## src/rtl/bkm_pkg.sv

```systemverilog
// Shared state encoding and default parameter values for the BKM step controller.
package bkm_pkg;

   localparam int DEF_W        = 64;
   localparam int DEF_N_ITER   = 64;
   localparam int DEF_STEP_LAT = 1;
   localparam int DEF_CNT_W    = 6;

   typedef enum logic [1:0] {
      ST_IDLE  = 2'd0,
      ST_ISSUE = 2'd1,
      ST_WAIT  = 2'd2,
      ST_DONE  = 2'd3
   } bkm_state_t;

endpackage

```

## src/rtl/bkm_iter_cnt.sv

```systemverilog
// BKM iteration index: clears to zero, increments without wrapping, flags the last index.
module bkm_iter_cnt
   import bkm_pkg::*;
#(
   parameter int N_ITER = DEF_N_ITER,
   parameter int CNT_W  = DEF_CNT_W
) (
   input  logic             clk,
   input  logic             arst_n,
   input  logic             srst,
   input  logic             en,
   input  logic             clr,
   input  logic             inc,
   output logic [CNT_W-1:0] n,
   output logic             tc
);

   localparam logic [CNT_W-1:0] LAST = CNT_W'(N_ITER - 1);

   logic [CNT_W-1:0] n_reg;

   // Increment is blocked at the last index so the count can never wrap.
   always_ff @(posedge clk or negedge arst_n) begin
      if (!arst_n) begin
         n_reg <= '0;
      end else if (srst) begin
         n_reg <= '0;
      end else if (en) begin
         if (clr) begin
            n_reg <= '0;
         end else if (inc && (n_reg != LAST)) begin
            n_reg <= n_reg + CNT_W'(1);
         end
      end
   end

   assign n  = n_reg;
   assign tc = (n_reg == LAST);

endmodule

```

## src/rtl/bkm_step_ctrl.sv

```systemverilog
// BKM iteration controller: sequences N_ITER issue/wait rounds against an external data step.
module bkm_step_ctrl
   import bkm_pkg::*;
#(
   parameter int W        = DEF_W,
   parameter int N_ITER   = DEF_N_ITER,
   parameter int STEP_LAT = DEF_STEP_LAT,
   parameter int CNT_W    = DEF_CNT_W
) (
   input  logic             clk,
   input  logic             arst_n,
   input  logic             srst,
   input  logic             enable,
   input  logic             in_valid,
   output logic             in_ready,
   input  logic [2*W-1:0]   in_X,
   input  logic [2*W-1:0]   in_Y,
   output logic             step_valid,
   output logic [CNT_W-1:0] step_n,
   output logic [2*W-1:0]   step_X_n,
   output logic [2*W-1:0]   step_Y_n,
   input  logic             step_done,
   input  logic [2*W-1:0]   step_X_next,
   input  logic [2*W-1:0]   step_Y_next,
   output logic             out_valid,
   input  logic             out_ready,
   output logic [2*W-1:0]   out_X,
   output logic [2*W-1:0]   out_Y,
   output logic             busy,
   output logic             err
);

   localparam logic [3:0] GUARD_INIT = 4'(STEP_LAT);

   bkm_state_t     state_reg, state_next;
   logic [2*W-1:0] x_reg, y_reg;
   logic           err_reg;
   logic [3:0]     guard_reg;
   logic           load_in, load_step, cnt_clr, cnt_inc, cnt_tc, stray_done;

   bkm_iter_cnt #(
      .N_ITER (N_ITER),
      .CNT_W  (CNT_W)
   ) u_iter_cnt (
      .clk    (clk),
      .arst_n (arst_n),
      .srst   (srst),
      .en     (enable),
      .clr    (cnt_clr),
      .inc    (cnt_inc),
      .n      (step_n),
      .tc     (cnt_tc)
   );

   always_comb begin
      state_next = state_reg;
      load_in    = 1'b0;
      load_step  = 1'b0;
      cnt_clr    = 1'b0;
      cnt_inc    = 1'b0;
      in_ready   = 1'b0;
      step_valid = 1'b0;
      out_valid  = 1'b0;
      busy       = 1'b1;
      case (state_reg)
         ST_IDLE: begin
            in_ready = 1'b1;
            busy     = 1'b0;
            if (in_valid) begin
               load_in    = 1'b1;
               cnt_clr    = 1'b1;
               state_next = ST_ISSUE;
            end
         end
         ST_ISSUE: begin
            step_valid = 1'b1;
            state_next = ST_WAIT;
         end
         ST_WAIT: begin
            if (step_done) begin
               load_step = 1'b1;
               if (cnt_tc) begin
                  state_next = ST_DONE;
               end else begin
                  cnt_inc    = 1'b1;
                  state_next = ST_ISSUE;
               end
            end
         end
         ST_DONE: begin
            out_valid = 1'b1;
            if (out_ready) begin
               state_next = ST_IDLE;
            end
         end
         default: state_next = ST_IDLE;
      endcase
   end

   // A step aborted by reset may still complete up to STEP_LAT cycles later;
   // guard_reg hides that late strobe from the protocol-error check.
   assign stray_done = step_done && (state_reg != ST_WAIT) && (guard_reg == 4'd0);

   always_ff @(posedge clk or negedge arst_n) begin
      if (!arst_n) begin
         state_reg <= ST_IDLE;
         x_reg     <= '0;
         y_reg     <= '0;
         err_reg   <= 1'b0;
         guard_reg <= GUARD_INIT;
      end else if (srst) begin
         state_reg <= ST_IDLE;
         x_reg     <= '0;
         y_reg     <= '0;
         err_reg   <= 1'b0;
         guard_reg <= GUARD_INIT;
      end else if (enable) begin
         state_reg <= state_next;
         if (load_in) begin
            x_reg <= in_X;
            y_reg <= in_Y;
         end else if (load_step) begin
            x_reg <= step_X_next;
            y_reg <= step_Y_next;
         end
         if (stray_done) begin
            err_reg <= 1'b1;
         end
         if (guard_reg != 4'd0) begin
            guard_reg <= guard_reg - 4'd1;
         end
      end
   end

   assign step_X_n = x_reg;
   assign step_Y_n = y_reg;
   assign out_X    = x_reg;
   assign out_Y    = y_reg;
   assign err      = err_reg;

endmodule

```

## config.mk

```make
export PLATFORM = sky130hd
export DESIGN_NAME = bkm_step_ctrl
export DESIGN_NICKNAME = d
export VERILOG_FILES = /design/src/rtl/bkm_pkg.sv /design/src/rtl/bkm_iter_cnt.sv /design/src/rtl/bkm_step_ctrl.sv
export SDC_FILE = /design/constraint.sdc
export NUM_CORES = 1
export LEC_CHECK = 0
export CAP_MARGIN = 20
export CORE_AREA = 2 2 408 410
export DETAILED_ROUTE_END_ITERATION = 10
export DIE_AREA = 0 0 410 412
export PLACE_DENSITY = 0.3
export SYNTH_ARGS = -nofsm -noshare
export SYNTH_HDL_FRONTEND = slang
export SYNTH_SLANG_ARGS = --single-unit
export TNS_END_PERCENT = 5
```

## constraint.sdc

```tcl
create_clock -name clk -period 3.74 [get_ports clk]
set_input_delay 0.748 -clock clk [delete_from_list [all_inputs] [get_ports clk]]
set_output_delay 0.748 -clock clk [all_outputs]
set_load 0.005 [all_outputs]
```

==> results of run 1 <==
[area by class of cell]
type,instances,area [sq um]
antenna,4,10.0
clock buffer,61,1190
clock inverter,11,171
fill,18400,138000
inverter,6,22.5
multi-input combinational,831,4610
sequential,269,6730
tap,2189,2740
timing repair buffer,1093,11100
[layout by cell type (no fill, tap or decap), types with 3 or more instances in the layout]
cell type,count
nand3_1,3
o21ai_0,258
clkbuf_8,7
clkbuf_16,42
inv_1,6
o21ai_1,4
clkinv_2,4
nand2_1,263
dfrtp_1,268
bufinv_16,4
clkbuf_1,12
nor2_1,8
clkdlybuf4s50_1,1040
diode_2,4
buf_12,20
nand2b_1,5
buf_4,32
a22oi_1,256
[synth_stat cells (2+ instances only)]
cell type / count
a21oi_1: 3
a22oi_1: 256
buf_2: 75
buf_4: 261
clkbuf_1: 32
dfrtp_1: 268
ha_1: 2
inv_1: 6
mux2i_1: 2
nand2_1: 263
nand2b_1: 5
nand3_1: 3
nor2_1: 8
nor3_1: 2
o21ai_0: 258
o21ai_1: 4
o31ai_1: 2
or2_2: 2
or3_1: 2
or4_1: 2
xnor2_1: 2
[stage by stage]
stage / setup WS (ns) / hold WS (ns) / util
floorplan: 1.72 / 0.452 / -
detailed placement: 0.719 / 0.506 / 0.153
global placement: 0.740 / 0.492 / 0.153
finish: 0.797 / 0.157 / 0.162
CTS: 0.624 / 0.191 / 0.162
global route: 0.603 / 0.218 / 0.162
[power groups by stage]
stage | clock network, mW | registers, mW | logic [mW]
2_1_floorplan | 0 | 3.83 | 1.57
3_3_place_gp | 0 | 4.15 | 4.04
3_5_place_dp | 0 | 4.15 | 4.02
4_1_cts | 4.35 | 4.11 | 4.03
5_1_grt | 4.44 | 4.14 | 4.28
6_report | 4.09 | 4.06 | 3.95
[path summary, 6_finish.rpt]
check / depth (start not counted) / end / slack [ns]
worst max-delay path: 2 / in_ready / 0.80
worst min-delay path: 1 / out_Y[51] / 0.16
worst max register to register: 5 / out_X[38] / 1.32
worst min register to register: 2 / out_X[4] / 0.51
max in group asynchronous: 2 / out_X[91] / 2.62
min in group clk: 2 / out_X[4] / 0.51
[logic make-up after synthesis]
kind of cell | count (synthesis)
buffers and inverters | 376
multiplexers | 3
AO/OA/AOI/OAI | 530
adder cells (fa/ha/maj) | 2
flip-flops | 269
AND/OR/NAND/NOR | 293
XOR/XNOR | 3
[layer usage]
layer  wire, microns  up-vias
met5               0        -
met4            1440        0
met3            5400       84
met2           47700      503
met1           38200     6533
li1                -     6475
[worst max-delay path, cell delays in order, from the launching register on]
cell and delay, ns:
dfrtp_1 0.47, nor2_1 0.51, clkdlybuf4s50_1 0.62
==> Implementation_results.wiki, run 1 <==
{| class="wikitable"
! Metric !! Value
|-
| Ratio of final minimum period to clock period || 0.787
|-
| Max-cap violations || 0
|-
| Layout overhead on the synthesized area || 92.1%
|-
| Post-synth ARST share || 1.00
|-
| Share of synthesized area occupied by flip-flops and latches || 0.487
|-
| Number of synthesized flops with an enable pin || 0
|-
| Multiplexer fraction of the synthesized cell area || 0.00254
|-
| Number of buffers between clock root and the deepest sink || 3
|-
| CTS HTree Levels || 2
|-
| Worst relative slew slack || 0.362
|-
| Largest fanout of any net on the critical path || 8
|-
| Area contributors post-synth || dfrtp_1, buf_4, a22oi_1
|-
| Number of optimization iterations in the first detailed-route pass || 5
|-
| Fin Clk Skew || 0.0222 ns
|-
| Class of the most critical hold timing path || primary input to async pin
|-
| Wirelength, routed || 92,800 microns
|-
| Total non-filler cell area in the finished layout || 26,500 sq um
|-
| Violation count after the first detailed-route iteration || 615
|-
| Net switching power of the design || 3.79 mW
|-
| Total design power || 12.1 mW
|-
| Global-route wire length before repair || 124,000 microns
|-
| Setup repair after global routing missed its margin || no
|-
| Outcome || completed
|-
| Parity-gate share of the synthesized area counting xor and xnor cells || 0.00190
|-
| Final setup viols || 0
|-
| Post-synth net total || 1,997
|-
| Row count || 149
|-
| # clock sinks || 269
|-
| Combinational family with the most area after synthesis || compound AO/OA/AOI/OAI gates
|-
| Post-Synth Adder-Cell Area || 0.00181
|-
| CTS Buf Count || 40
|-
| Worst setup SP type || register
|-
| Simple-gate share of the synthesized area || 0.0849
|-
| Global route total overflow || 0
|-
| GR Layer Usage met2 || 0.187
|-
| Met3 demand-to-capacity share in global routing || 0.0246
|-
| Total routing resource utilization after global routing || 0.104
|-
| Leakage component of the power || 9.71 nW
|-
| Achievable Freq || 340 MHz
|-
| Slew at the pin closest to its max-slew limit || 0.956 ns
|-
| Total negative slack || 0 ns
|-
| IO Count || 1,042
|-
| Worst Setup End Kind || output port
|-
| Post-Synthesis Cells || 1,476
|-
| DRC viols || 0
|-
| Setup fix buffers added after clock tree synthesis || 0
|-
| Post-place instance area || 25,200 sq um
|-
| Area of the die || 169,000 sq um
|-
| Gate power share || 0.327
|-
| Number of input and output port buffers inserted || 1,041
|-
| Post-synth top area share || 0.485
|-
| Synth Cell Area || 13,800 sq um
|-
| Worst Setup Path Type || register to output port
|-
| CP arrival || 2.20 ns
|-
| Switching portion of total power || 0.313
|-
| Largest area contributor in the netlist || dfrtp_1
|-
| GR met1 Demand/Resource || 0.126
|-
| Largest net degree at the start of global routing || 109
|-
| Worst setup startpoint || state_reg[1]
|-
| Busiest metal layer after global routing || met2
|-
| Post-synthesis average cell area || 9.36 sq um
|-
| Initial standard-cell utilization of the core || 0.0841
|-
| Number of library cell types mapped by synthesis || 39
|-
| Final cell count without fillers || 4,464
|-
| Share of post-route cells with drive strength above 1 || 0.0537
|-
| Via count of the first global-routing pass || 14,300
|-
| CTS tree || done
|-
| Number of synthesized register bits || 269
|-
| Horiz. Die Dim || 410 microns
|-
| Maximum ir drop on the vdd rail || 0.229 mV
|-
| Number of buffers inserted by hold repair at cts || 0
|-
| Source-to-sink clock delay at the later pin of the worst-skew pair || 0.60 ns
|-
| FF-to-FF Start || state_reg[1]
|-
| Routability-driven placement congestion ratio || 0.756
|-
| Clock-pin slew of the registers on the worst-case setup and hold paths || 0.06 ns
|-
| Power Dens Cells || 456 nW/um^2
|-
| Required time reported for the critical path endpoint || 2.99 ns
|-
| Portion of total power attributed to sequential cells || 0.336
|-
| Yosys warnings || 0
|-
| Net count of the finished layout || 2,762
|-
| Detail Placement HPWL || 75,200 microns
|-
| Placed Cells incl. Taps || 4,388
|-
| Hold Violations, Final || 0
|-
| Via density || 3.05
|-
| Buffer type at the clock tree root || clkbuf_16
|-
| Number of nets with antenna violations after routing || 0
|-
| Fraction of the mapped netlist area in compound gates || 0.241
|-
| Chip height || 412 microns
|-
| P_int || 8.31 mW
|-
| Vias || 13,600
|-
| Final number of max-transition violations || 0
|-
| Core Footprint || 164,000 sq um
|-
| Min Clock Period, post-route || 2.94 ns
|-
| Relative contribution of the clock network to total power || 0.338
|-
| Average wire per standard cell || 20.8 microns
|-
| Number of antenna violations at the first check in global routing || 20
|-
| Synth Flop Type || dfrtp_1
|-
| Resized cells post-CTS || 0
|}
(Power assumes the default switching activity.)
==> inputs of run 2 (changes only) <==
==> constraint.sdc (replaced) <==
create_clock -name clk -period 2.55 [get_ports clk]
set_input_delay 0.51 -clock clk [delete_from_list [all_inputs] [get_ports clk]]
set_output_delay 0.51 -clock clk [all_outputs]
set_load 0.005 [all_outputs]
==> Implementation_results.wiki, run 2 (synthesis results as in run 1) <==
{| class="wikitable"
! Metric !! Value
|-
| Outcome || completed
|-
| Setup fix buffers added after clock tree synthesis || 0 (unchanged)
|-
| Final number of max-transition violations || 0 (unchanged)
|-
| Worst Setup Path Type || register to output port
|-
| IO Count || 1,042 (unchanged)
|-
| Via count of the first global-routing pass || 14,700 (+3.1%)
|-
| Final setup viols || 0 (unchanged)
|-
| Share of post-route cells with drive strength above 1 || 0.0739 (+0.0202)
|-
| Number of antenna violations at the first check in global routing || 25 (+25%)
|-
| Required time reported for the critical path endpoint || 2.04 ns (-0.95 ns)
|-
| List of cells traversed by the critical path || nor2_2 > buf_4 > clkdlybuf4s50_1
|-
| CTS tree || done
|-
| Routability-driven placement congestion ratio || 0.757 (+0.23%)
|-
| Source-to-sink clock delay at the later pin of the worst-skew pair || 0.59 ns (about the same)
|-
| Placed Cells incl. Taps || 4,429 (+0.93%)
|-
| Achievable Freq || 412 MHz
|-
| Fin Clk Skew || 0.0270 ns (+0.00483 ns)
|-
| Class of the most critical hold timing path || primary input to async pin
|-
| Slowest-stage cell, CP || clkdlybuf4s50_1
|-
| Slew at the pin closest to its max-slew limit || 0.701 ns (-0.255 ns)
|-
| Critical R2R Capture || out_Y[46]
|-
| Cell family with the largest share of critical-path delay || buffers and inverters
|-
| Largest stage delay on the critical path || 0.51 ns (-0.11 ns)
|-
| Number of buffers between clock root and the deepest sink || 3 (unchanged)
|-
| Hold_ws || 0.479 ns (+0.322 ns)
|-
| Via density || 3.06 (+0.46%)
|-
| Wirelength, routed || 93,200 microns (+0.40%)
|-
| Number of nets with antenna violations after routing || 0 (unchanged)
|-
| Worst Setup End Kind || output port
|-
| Fin worst setup slack || 0.125 ns (-0.672 ns)
|-
| DRC viols || 0 (unchanged)
|-
| Detail Placement HPWL || 77,200 microns (+2.7%)
|-
| Post-Place Setup Slack || -0.140 ns (-0.859 ns)
|-
| CTS HTree Levels || 2 (unchanged)
|-
| Buffer type at the clock tree root || clkbuf_16
|-
| Most common cell after layout, fill and taps aside || clkdlybuf4s50_1
|-
| Most frequent cells in the layout || clkdlybuf4s50_1, dfrtp_1, nand2_1
|-
| Final Util || 0.164 (+0.00267)
|-
| Hold Violations, Final || 0 (unchanged)
|-
| Leakage component of the power || 9.96 nW (+2.6%)
|-
| Worst relative slew slack || 0.533 (+0.170)
|-
| Global route total overflow || 0 (unchanged)
|-
| Core Footprint || 164,000 sq um (unchanged)
|-
| Power Dens Cells || 661 nW/um^2 (+45%)
|-
| Setup repair after global routing missed its margin || no
|-
| FF-to-FF Start || state_reg[0]
|-
| Register-to-Register Setup Slack || 0.44 ns (-0.88 ns)
|-
| Net count of the finished layout || 2,805 (+1.6%)
|-
| CP arrival || 1.91 ns (-0.29 ns)
|-
| Violation count after the first detailed-route iteration || 636 (+3.4%)
|-
| Global-route wire length before repair || 125,000 microns (+0.86%)
|-
| Crit path buffers/inverters || 2 (+1)
|-
| R2R depth || 7 (+2)
|-
| Total routing resource utilization after global routing || 0.105 (+0.000774)
|-
| Average wire per standard cell || 20.7 microns (-0.65%)
|-
| Largest fanout of any net on the critical path || 6 (-2)
|-
| Ratio of final minimum period to clock period || 0.951
|-
| Row count || 149 (unchanged)
|-
| Worst setup startpoint || state_reg[0]
|-
| Number of optimization iterations in the first detailed-route pass || 5 (unchanged)
|-
| Initial standard-cell utilization of the core || 0.0841 (unchanged)
|-
| # clock sinks || 269 (unchanged)
|-
| Number of input and output port buffers inserted || 1,041 (unchanged)
|-
| Worst setup SP type || register
|-
| Clock-pin slew of the registers on the worst-case setup and hold paths || 0.06 ns (about the same)
|-
| Chip height || 412 microns (unchanged)
|-
| Horiz. Die Dim || 410 microns (unchanged)
|-
| Layout overhead on the synthesized area || 95.3%
|-
| Vias || 13,800 (+1.5%)
|-
| Max-cap violations || 0 (unchanged)
|-
| Total negative slack || 0 ns (unchanged)
|-
| Maximum ir drop on the vdd rail || 0.350 mV (+53%)
|-
| Largest net degree at the start of global routing || 59 (-46%)
|-
| Min Clock Period, post-route || 2.42 ns
|-
| Area of the die || 169,000 sq um (unchanged)
|-
| CTS Buf Count || 41 (+2.5%)
|-
| Final cell count without fillers || 4,511 (+1.1%)
|}
run 2: layout make-up:
type	instances	area (sq um)
timing repair buffer	1135	11500
antenna	8	20.0
fill	18400	137000
tap	2189	2740
sequential	269	6740
clock inverter	11	111
inverter	6	22.5
clock buffer	62	1260
multi-input combinational	831	4610
run 2: repair_timing:
item                                    CTS  global route
gates cloned                              0             0
hold endpoints to repair                 33             0
resized for setup                         2             1
hold buffers                              1             0
endpoints found under the setup margin    2             2
run 2: routing by layer:
layer | vias up | global-route usage | part of all wire
met3 | 112 | 0.0306 | 0.066
li1 | 6578 | - | -
met5 | - | 0 | 0.0014
met2 | 546 | 0.184 | 0.51
met4 | 20 | 0.0267 | 0.021
met1 | 6545 | 0.126 | 0.40
run 2: power breakdown:
group	switching (mW)	leakage, nW	internal [mW]
Combinational	2.25	5.77	3.70
Clock	2.35	0.679	3.58
Sequential	0.971	3.51	4.98
Total	5.57	9.96	12.3
run 2: worst max path at each step:
| stage | slack [ns] | depth (start not counted) | to |
|---|---|---|---|
| floorplan | 0.76 | 4 | u_iter_cnt.n[3] |
| global placement | -0.13 | 8 | out_Y[47] |
| detailed placement | -0.14 | 8 | out_Y[46] |
| CTS | 0.000002 | 3 | in_ready |
| global route | 0.01 | 3 | in_ready |
| finish | 0.13 | 3 | in_ready |
run 2: stage by stage:
| stage | power (mW) | instance area (sq um) |
|---|---|---|
| finish | 17.8 | 27000 |
| global placement | 12.2 | 25600 |
| floorplan | 7.92 | 13800 |
| global route | 19.0 | 27000 |
| CTS | 18.4 | 27000 |
| detailed placement | 12.1 | 25600 |
